`src/rtl/snoop_ctrl.sv`:
```
// Bus snoop controller: looks up observed bus transactions in the cache and answers with
// hit/hitm, an optional write-back flush, and an invalidate for ownership requests.
module snoop_ctrl #(
    parameter int unsigned ADDR_W   = 24,
    parameter int unsigned FLUSH_TO = 15
) (
    input  logic              SCLK,
    input  logic              SRST,
    input  logic              BUS_REQ,
    input  logic              BUS_RW,
    input  logic [ADDR_W-1:0] BUS_ADDR,
    input  logic [1:0]        STATUS_I,
    input  logic              FLUSH_ACK,
    output logic              SNOOP_O,
    output logic [ADDR_W-1:0] ADDR_O,
    output logic              PHIT_O,
    output logic              PHITM_O,
    output logic              PINV_O,
    output logic              FLUSH_REQ,
    output logic              BUS_ACK,
    output logic              BUSY,
    output logic              ERR_O
);

    localparam int unsigned CntW = (FLUSH_TO > 0) ? $clog2(FLUSH_TO + 1) : 1;
    localparam logic [CntW-1:0] CntMax = CntW'(FLUSH_TO);

    typedef enum logic [2:0] {
        StIdle,
        StLookup,
        StCapture,
        StRespond,
        StFlush,
        StInval,
        StDone
    } state_e;

    state_e            state_q, state_d;
    logic [ADDR_W-1:0] addr_q, addr_d;
    logic              rw_q, rw_d;
    logic [1:0]        status_q, status_d;
    logic [CntW-1:0]   cnt_q, cnt_d;
    logic              err_q, err_d;
    logic              in_resp;

    always_ff @(posedge SCLK) begin
        if (!SRST) begin
            state_q  <= StIdle;
            addr_q   <= '0;
            rw_q     <= 1'b0;
            status_q <= 2'b00;
            cnt_q    <= '0;
            err_q    <= 1'b0;
        end else begin
            state_q  <= state_d;
            addr_q   <= addr_d;
            rw_q     <= rw_d;
            status_q <= status_d;
            cnt_q    <= cnt_d;
            err_q    <= err_d;
        end
    end

    always_comb begin
        state_d   = state_q;
        addr_d    = addr_q;
        rw_d      = rw_q;
        status_d  = status_q;
        cnt_d     = cnt_q;
        err_d     = err_q;
        SNOOP_O   = 1'b0;
        PINV_O    = 1'b0;
        FLUSH_REQ = 1'b0;
        BUS_ACK   = 1'b0;

        case (state_q)
            StIdle: begin
                if (BUS_REQ) begin
                    addr_d  = BUS_ADDR;
                    rw_d    = BUS_RW;
                    state_d = StLookup;
                end
            end
            StLookup: begin
                SNOOP_O = 1'b1;
                state_d = StCapture;
            end
            StCapture: begin
                status_d = STATUS_I;
                state_d  = StRespond;
            end
            StRespond: begin
                case (status_q)
                    2'b00: state_d = StDone;
                    2'b11: begin
                        cnt_d   = '0;
                        state_d = StFlush;
                    end
                    default: state_d = rw_q ? StDone : StInval;
                endcase
            end
            StFlush: begin
                FLUSH_REQ = 1'b1;
                // An ack arriving on the expiry cycle still counts as a successful flush.
                if (FLUSH_ACK || (cnt_q == CntMax)) begin
                    if (!FLUSH_ACK) begin
                        err_d = 1'b1;
                    end
                    state_d = rw_q ? StDone : StInval;
                end else begin
                    cnt_d = cnt_q + 1'b1;
                end
            end
            StInval: begin
                SNOOP_O = 1'b1;
                PINV_O  = 1'b1;
                state_d = StDone;
            end
            StDone: begin
                BUS_ACK = 1'b1;
                state_d = StIdle;
            end
            default: state_d = StIdle;
        endcase
    end

    // Hit indications cover RESPOND through DONE, driven from the captured line state.
    assign in_resp = (state_q == StRespond) || (state_q == StFlush) ||
                     (state_q == StInval) || (state_q == StDone);
    assign PHIT_O  = in_resp && ((status_q == 2'b01) || (status_q == 2'b10));
    assign PHITM_O = in_resp && (status_q == 2'b11);
    assign BUSY    = (state_q != StIdle);
    assign ADDR_O  = addr_q;
    assign ERR_O   = err_q;

endmodule
```
`config.mk`:
```
export PLATFORM = sky130hd
export DESIGN_NAME = snoop_ctrl
export DESIGN_NICKNAME = d
export VERILOG_FILES = /design/src/rtl/snoop_ctrl.sv
export SDC_FILE = /design/constraint.sdc
export NUM_CORES = 1
export LEC_CHECK = 0
export CAP_MARGIN = 20
export CORE_UTILIZATION = 38
export CTS_CLUSTER_SIZE = 10
export DETAILED_ROUTE_END_ITERATION = 12
export PLACE_DENSITY = 0.78
export SYNTH_ARGS = -nofsm -noshare
export SYNTH_HDL_FRONTEND = slang
export SYNTH_SLANG_ARGS = --single-unit
```
`constraint.sdc`:
```
create_clock -name SCLK -period 1.36 [get_ports SCLK]
set_input_delay 0.136 -clock SCLK [delete_from_list [all_inputs] [get_ports SCLK]]
set_output_delay 0.136 -clock SCLK [all_outputs]
set_load 0.03 [all_outputs]
```
# ---- Word-level counts from Yosys, hierarchy flattened
# Cells that the tools add are included.
dict set report op_classes {
  bitwise 1
  reduce_logical 16
  eq_ne 14
  addsub 1
  mux 12
}
# operator count
set op_table {}
lappend op_table {{case mux 3 bit (6 select lines)} 1}
lappend op_table {{equality test 3 bit (second input constant)} 3}
lappend op_table {{2-to-1 mux 4 bit} 2}
lappend op_table {{case mux 4 bit (2 select lines)} 1}
lappend op_table {{equality test 3 x 2 -> 1 bit (second input constant)} 2}
lappend op_table {{2-to-1 mux 3 bit} 2}
lappend op_table {{!= test 2 bit (second input constant)} 3}
lappend op_table {{AND reduction 3 bit} 2}
lappend op_table {{logical OR 1 bit} 5}
lappend op_table {{adder 4 x 1 -> 4 bit (second input constant)} 1}
lappend op_table {{equality test 2 bit (second input constant)} 2}
lappend op_table {{equality test 4 bit (second input constant)} 1}
lappend op_table {{2-to-1 mux 1 bit} 4}
lappend op_table {{case mux 2 bit (2 select lines)} 1}
lappend op_table {{AND reduction 2 bit} 2}
lappend op_table {{equality test 3 x 1 -> 1 bit (second input constant)} 1}
lappend op_table {{zero test 3 bit} 1}
lappend op_table {{nonzero test 3 bit} 1}
lappend op_table {{equality test 2 x 1 -> 1 bit (second input constant)} 1}
lappend op_table {{logical AND 1 bit} 2}
lappend op_table {{zero test 2 bit} 1}
lappend op_table {{2-to-1 mux 2 bit} 1}
lappend op_table {{!= test 2 x 1 -> 1 bit (second input constant)} 1}
lappend op_table {{nonzero test 2 bit} 1}
lappend op_table {{2 further kinds} 2}
dict set report word_totals {
  ff_bits 35
  word_cells 50
  inputBits 31
}

# ---- Logic depth before layout (Yosys ltp)
# Gate-level depths: netlist of run 1.
dict set report depth {
  word_depth 5
  mapped_depth 6
}

# ---- Least setup slack after synthesis of run 1
# Ideal clock, no wire load.
dict set report synth_path {
  kind {register to output}
  startpoint {register state_q[0]}
  endpoint {output PINV_O}
  setup_slack_ns -0.373
  required_ns 1.224
  arrival_time_ns 1.597
  path_stages_with_launch 4
  path_buffers 1
  cell_sequence {dfxtp_1 clkbuf_1 nor2b_1 and2_1}
}
dict set report synth_between {
  elab_chain_cells 2
}
# item line
set synth_rtl {}
lappend synth_rtl {{from (decl)} 38} ;# state_e state_q, state_d;
lappend synth_rtl {{from (signal assigned)} 48} ;# state_q <= StIdle;
lappend synth_rtl {{from (signal assigned)} 55} ;# state_q <= state_d;
lappend synth_rtl {{equality test 3 bit} 76} ;# case (state_q)
lappend synth_rtl {{2-to-1 mux 1 bit} 76}
lappend synth_rtl {{to (decl)} 18} ;# output logic PINV_O,
# No other way between the ends.

# ---- Worst setup path in the final report of run 1
dict set report layout_path {
  startpoint {register state_q[1]}
  endpoint {register addr_q[16] (netlist: ADDR_O[16])}
}
dict set report layout_between {
  elab_chain_cells 2
}
# item line
set layout_rtl {}
lappend layout_rtl {{zero test 3 bit} 76}
lappend layout_rtl {{AND reduction 2 bit (no line)} --}
lappend layout_rtl {{to (signal assigned)} 56} ;# addr_q <= addr_d;
lappend layout_rtl {{to (decl)} 39} ;# logic [ADDR_W-1:0] addr_q, addr_d;
# No other way between the ends.
# A chain may end at the register's enable or synchronous reset.

==> impl_metrics.yaml, run 1 <==
status:
  status: "finished with violations"
  violations: "setup timing"
timing:
  setup_viol: 30
  finalCritPeriodShare_pct: 106
  rsz0062_at_grt: "yes"
  hold-worst-slack_ns: 0.401
  slew_headroom_pct: 77.9
  fin_skew_ns: 0.00940
  min_period_ns: 1.45
  worst_slew_pin_slew_ns: 0.333
  maxSlewViolCount: 0
  hold_violations: 0
  setup_slack_ns: -0.0853
  max_freq_ghz: 0.692
clocking:
  clk_pin_slew_worst_paths_ns: 0.07
  hold_buffers: 0
  clock_latency_ns: 0.28
  cts_buffers: 5
  cts_root_buf: "clkbuf_8"
  cts.sinks: 35
  cts_tree: "done"
  htree_num_levels: 2
  clockBufferDepth: 2
grt:
  gr-total-overflow: 0
  grt_pass1_vias: 1536
  grt_pass1_wl_mm: 6.52
  grt_use_total_pct: 19.3
  grt_max_degree: 26
  antenna_found_initial: 0
finish:
  design_area_mm2: 0.00268
  fin_util_pct: 70.5
  nNetsFinal: 296
  syn2layout_area_growth_pct: 71.3
  drive_above_1_share_pct: 27.4
  antenna_cells: 0
pwr:
  power_frac_clock_pct: 26.1
  power_density_mw_per_mm2: 1160
  ir_drop_uv: 897
  p_seq_share_pct: 38.1
  power.switching_uw: 963
  swShare_pct: 31.1
  p_int_uw: 2140
  pwr-share-comb_pct: 35.9
  p_leak_uw: 0.00118
die:
  die_w_um: 66.1
  initial_core_util_pct: 41.1
  placementRows: 22
  die-area_mm2: 0.00437
  fp.dieH_um: 66.1
  io_pins: 63
  core_mm2: 0.00380
critical_path:
  slowest_delay_ns: 0.37
  crit_path_start: "state_q[1]"
  critPathLaunchType: "flop"
  cp_slowest_cell: "dfxtp_4"
  path_cells: "buf_6 > buf_6 > nor4b_4 > buf_6 > clkbuf_16 > nand2_1 > a21boi_1"
  crit_type: "reg2reg"
  required_ns: 1.57
  r2r_start: "state_q[1]"
  cp_top_family: "buffers and inverters"
  path_buf_inv: 4
  endpoint_kind: "flop"
  arrival_ns: 1.65
  path_common_cell: "buf_6"
  cp_max_fo: 6
yosys:
  synth_flop_cell: "dfxtp_1"
  synthCells: 179
  synth_top_cell_by_area: "dfxtp_1"
  ys_async_sr_fraction_pct: 0
  syn-cell-area_mm2: 0.00156
  synth_area_leaders: "dfxtp_1 (45%), nand2_1 (13%), a21boi_0 (9.1%)"
  ys_seq_area_share_pct: 44.8
  syn-mean-instance-area_um2: 8.73
  syn_nets: 213
  yosysTopAreaCellShare_pct: 44.8
  synth_edf_count: 0
  yosysWarnings: 0
  synth_cell_types: 36
  synth_seq_cells: 35
place:
  hpwl_mm: 2.65
  place_congestion: 0.718
  post_dp_cell_area_mm2: 0.00236
  io_buffers: 62
hold_path:
  holdCritPathClass: "in2reg"
  min_from: "BUS_ADDR[18]"
route:
  vias: 1519
  drtAntennaViolNets: 0
  firstDrtPassIters: 3
  drt-total-wl_mm: 4.20
  drc: 0
  vias_per_cell: 4.88
  drt-initial-drc-count: 66
  post_drt_wl_per_cell_um: 13.5
flow_run:
  drv_cap: 0
-- layer usage --
layer  track usage [%]  share of wire [%]  up-vias
met5                 0                  0        -
met4              5.59                1.0        0
met3              4.83                3.6        4
met2              36.2                 54       31
met1              21.0                 42      714
li1                  -                  -      770
-- per-stage QoR --
stage          setup TNS, ns  total power (uW)  cells  setup WS (ns)
2_1_floorplan          -2.59              1730    179         -0.125
3_3_place_gp           -5.62              2120    293         -0.249
3_5_place_dp           -6.68              2130    293         -0.288
4_1_cts                -2.22              2960    304         -0.117
5_1_grt                -3.25              3260    311         -0.168
6_report               -1.41              3100    311        -0.0853
-- power by group through the flow --
stage | Sequential, uW | Combinational, uW | Clock, uW
3_3_place_gp | 1190 | 927 | 0
5_1_grt | 1190 | 1190 | 879
6_report | 1180 | 1110 | 808
4_1_cts | 1170 | 967 | 821
3_5_place_dp | 1190 | 941 | 0
2_1_floorplan | 1330 | 394 | 0
-- synth_stat cells (2+ instances only) --
library cell and n:
and2_1 2, nand2_1 54, a21boi_0 19, nor2b_1 6, a21boi_1 8, a21oi_1 5, nor3_1 2, nand3_1 3
ha_1 3, dfxtp_1 35, buf_2 5, or3_1 3, nor3b_1 2, clkbuf_1 6, mux2i_1 3, inv_1 2
o211ai_1 2
-- worst register-to-register path, stage by stage, from the launching register on --
cell	delay, ns
dfxtp_4	0.37
buf_6	0.12
buf_6	0.11
nor4b_4	0.25
buf_6	0.17
clkbuf_16	0.16
nand2_1	0.06
a21boi_1	0.12
-- logic make-up after synthesis --
| logic type | synth area share (%) |
|---|---|
| flops | 44.8 |
| buf+inv | 4.48 |
| xor+xnor | 0.561 |
| fa+ha+maj | 2.40 |
| mux | 2.64 |
| simple gates | 27.1 |
| compound gates | 17.9 |
-- registers in the layout (all words and copies together) (netlist names) --
signal,flops
status_q,2
ERR_O,1
rw_q,1
ADDR_O,24
cnt_q,4
state_q,3
-- worst paths after layout --
path | endpoint | slack [ns] | cells past startpoint
min | ADDR_O[18] | 0.40 | 3
min reg2reg | ADDR_O[2] | 0.45 | 2
max | ADDR_O[16] | -0.09 | 7
max reg2reg | ADDR_O[16] | -0.09 | 7
-- layout by cell type (no fill, tap or decap), drive strengths merged --
master	n
nand2	54
dfxtp	35
buf	32
clkdlybuf4s50	30
a21boi	27
dlygate4sd2	25
clkbuf	10
nor2b	6
a21oi	5
mux2i	3
nand3	3
or3	3
ha	3
nor3b	2
inv	2
nor3	2
o211ai	2
and2	2
nor4b	2
or4b	2
and3b	1
xor2	1
and3	1
o31ai	1
nand4b	1
and4b	1
nor4	1
mux2	1
a211o	1
o211a	1
and4	1
nand3b	1
o2111a	1
-- layout make-up --
class / count / area [um2]
clock buffer: 8 / 100
fill: 300 / 1120
inverter: 2 / 7.51
multi-input combinational: 129 / 921
sequential: 35 / 712
tap: 48 / 60.1
timing repair buffer: 89 / 876
-- repair_timing --
| action | CTS | global route |
|---|---|---|
| pin swaps | 2 | 13 |
| setup endpoints to repair | 58 | 37 |
| endpoints found under the hold margin | 0 | 0 |
| setup buffers | 3 | 5 |
| cloned | 0 | 3 |
| resized for setup | 56 | 24 |
Power figures use the tool's default switching activity.
==> inputs of run 2 (changes only) <==
SLEW_MARGIN = 30   (was unset)
TNS_END_PERCENT = 30   (was unset)
==> impl_metrics.yaml, run 2 (same netlist as run 1, synthesis figures left out) <==
die:
  die-area_mm2: 0.00437
  initial_core_util_pct: 41.1
  io_pins: 63
  core_mm2: 0.00380
  fp.dieH_um: 66.1
  die_w_um: 66.1
  placementRows: 22
timing:
  hold_violations: 0
  max_freq_ghz: 0.686
  fin_skew_ns: 0.00671
  finalCritPeriodShare_pct: 107
  rsz0062_at_grt: "yes"
  setup_viol: 34
  worst_slew_pin_slew_ns: 0.324
  slew_headroom_pct: 78.5
  setup_slack_ns: -0.0969
  min_period_ns: 1.46
  tns_ns: -2.38
  maxSlewViolCount: 0
hold_path:
  holdCritPathClass: "in2reg"
grt:
  grt_use_total_pct: 20.9
  grt_pass1_vias: 1519
  gr-total-overflow: 0
  grt_pass1_wl_mm: 6.75
  antenna_found_initial: 0
  grt_max_degree: 26
pwr:
  p_leak_uw: 0.00120
  power_density_mw_per_mm2: 1210
  ir_drop_uv: 791
critical_path:
  required_ns: 1.54
  cp_max_fo: 12
  arrival_ns: 1.63
  endpoint_kind: "flop"
  crit_type: "reg2reg"
  critPathLaunchType: "flop"
route:
  firstDrtPassIters: 4
  drt-initial-drc-count: 67
  drc: 0
  post_drt_wl_per_cell_um: 14.7
  vias: 1580
  vias_per_cell: 5.03
  drt-total-wl_mm: 4.61
  drtAntennaViolNets: 0
finish:
  final_common_cell: "nand2_1"
  layout_common_cells: "nand2_1 (43), dfxtp_1 (30), clkdlybuf4s50_1 (30), dlygate4sd2_1 (25), a21boi_1 (21)"
  antenna_cells: 0
  syn2layout_area_growth_pct: 77.3
  nNetsFinal: 299
  nFillCells: 284
  largest_reg_flops: 24
  drive_above_1_share_pct: 30.1
clocking:
  htree_num_levels: 2
  cts_buffers: 5
  clock_latency_ns: 0.29
  cts_root_buf: "clkbuf_8"
  hold_buffers: 0
  cts.sinks: 35
  clk_pin_slew_worst_paths_ns: 0.07
  cts_tree: "done"
  clockBufferDepth: 2
place:
  hpwl_mm: 2.66
  dp_slack_ns: -0.264
  io_buffers: 62
  place_congestion: 0.770
status:
  violations: "setup timing"
  status: "finished with violations"
flow_run:
  drv_cap: 0
[run 2: critical path, cell delays in order, from the launching register on]
cell and delay, ns:
dfxtp_2 0.34, buf_6 0.13, or4b_4 0.55, clkbuf_16 0.20
nand2_1 0.06, a21boi_0 0.06
[run 2: stage by stage]
| step | hold WS [ns] | total power [uW] | std cells | utilization [%] | cell area (um2) |
|---|---|---|---|---|---|
| finish | 0.383 | 3350 | 314 | 73.0 | 2770 |
| global placement | 0.440 | 2110 | 293 | 61.9 | 2350 |
| detailed placement | 0.447 | 2120 | 293 | 61.9 | 2350 |
| floorplan | 0.271 | 1710 | 179 | - | 1590 |
| global route | 0.380 | 3520 | 314 | 73.0 | 2770 |
| CTS | 0.379 | 3140 | 305 | 67.7 | 2570 |
[run 2: routing by layer]
metal	vias up	GRT usage, %	part of all wire, %
met5	-	0	0
met3	9	5.00	4.7
li1	784	-	-
met2	34	36.1	49
met1	753	24.2	44
met4	0	9.57	2.2
[run 2: layout make-up]
cell class,instances,area (um2),area share [%]
repair buffers,92,943,34.0
inverters,2,7.51,0.271
flip-flops and latches,35,709,25.6
well taps,48,60.1,2.17
clock inverters,2,35.0,1.26
multi-input cells,129,933,33.7
clock buffers,6,82.6,2.98
[run 2: what timing repair did]
action / in CTS / in global routing
setup endpoints to repair: 61 / 39
pin swaps: 13 / 14
cloned: 0 / 3
gates resized for setup: 53 / 39
buffers inserted: 4 / 6
[run 2: path summary, 6_finish.rpt]
path | start | endpoint | slack, ns | cells past startpoint
worst min register to register | ADDR_O[14] | ADDR_O[14] | 0.45 | 2
worst min-delay path | BUS_ADDR[0] | ADDR_O[0] | 0.38 | 3
worst max register to register | state_q[1] | ADDR_O[23] | -0.1 | 5
worst max-delay path | state_q[1] | ADDR_O[23] | -0.1 | 5
[run 2: power by group]
group	internal (uW)	switching (uW)	total, uW
Clock	593	379	972
Combinational	604	591	1190
Sequential	1120	63.8	1190
Total	2320	1030	3350
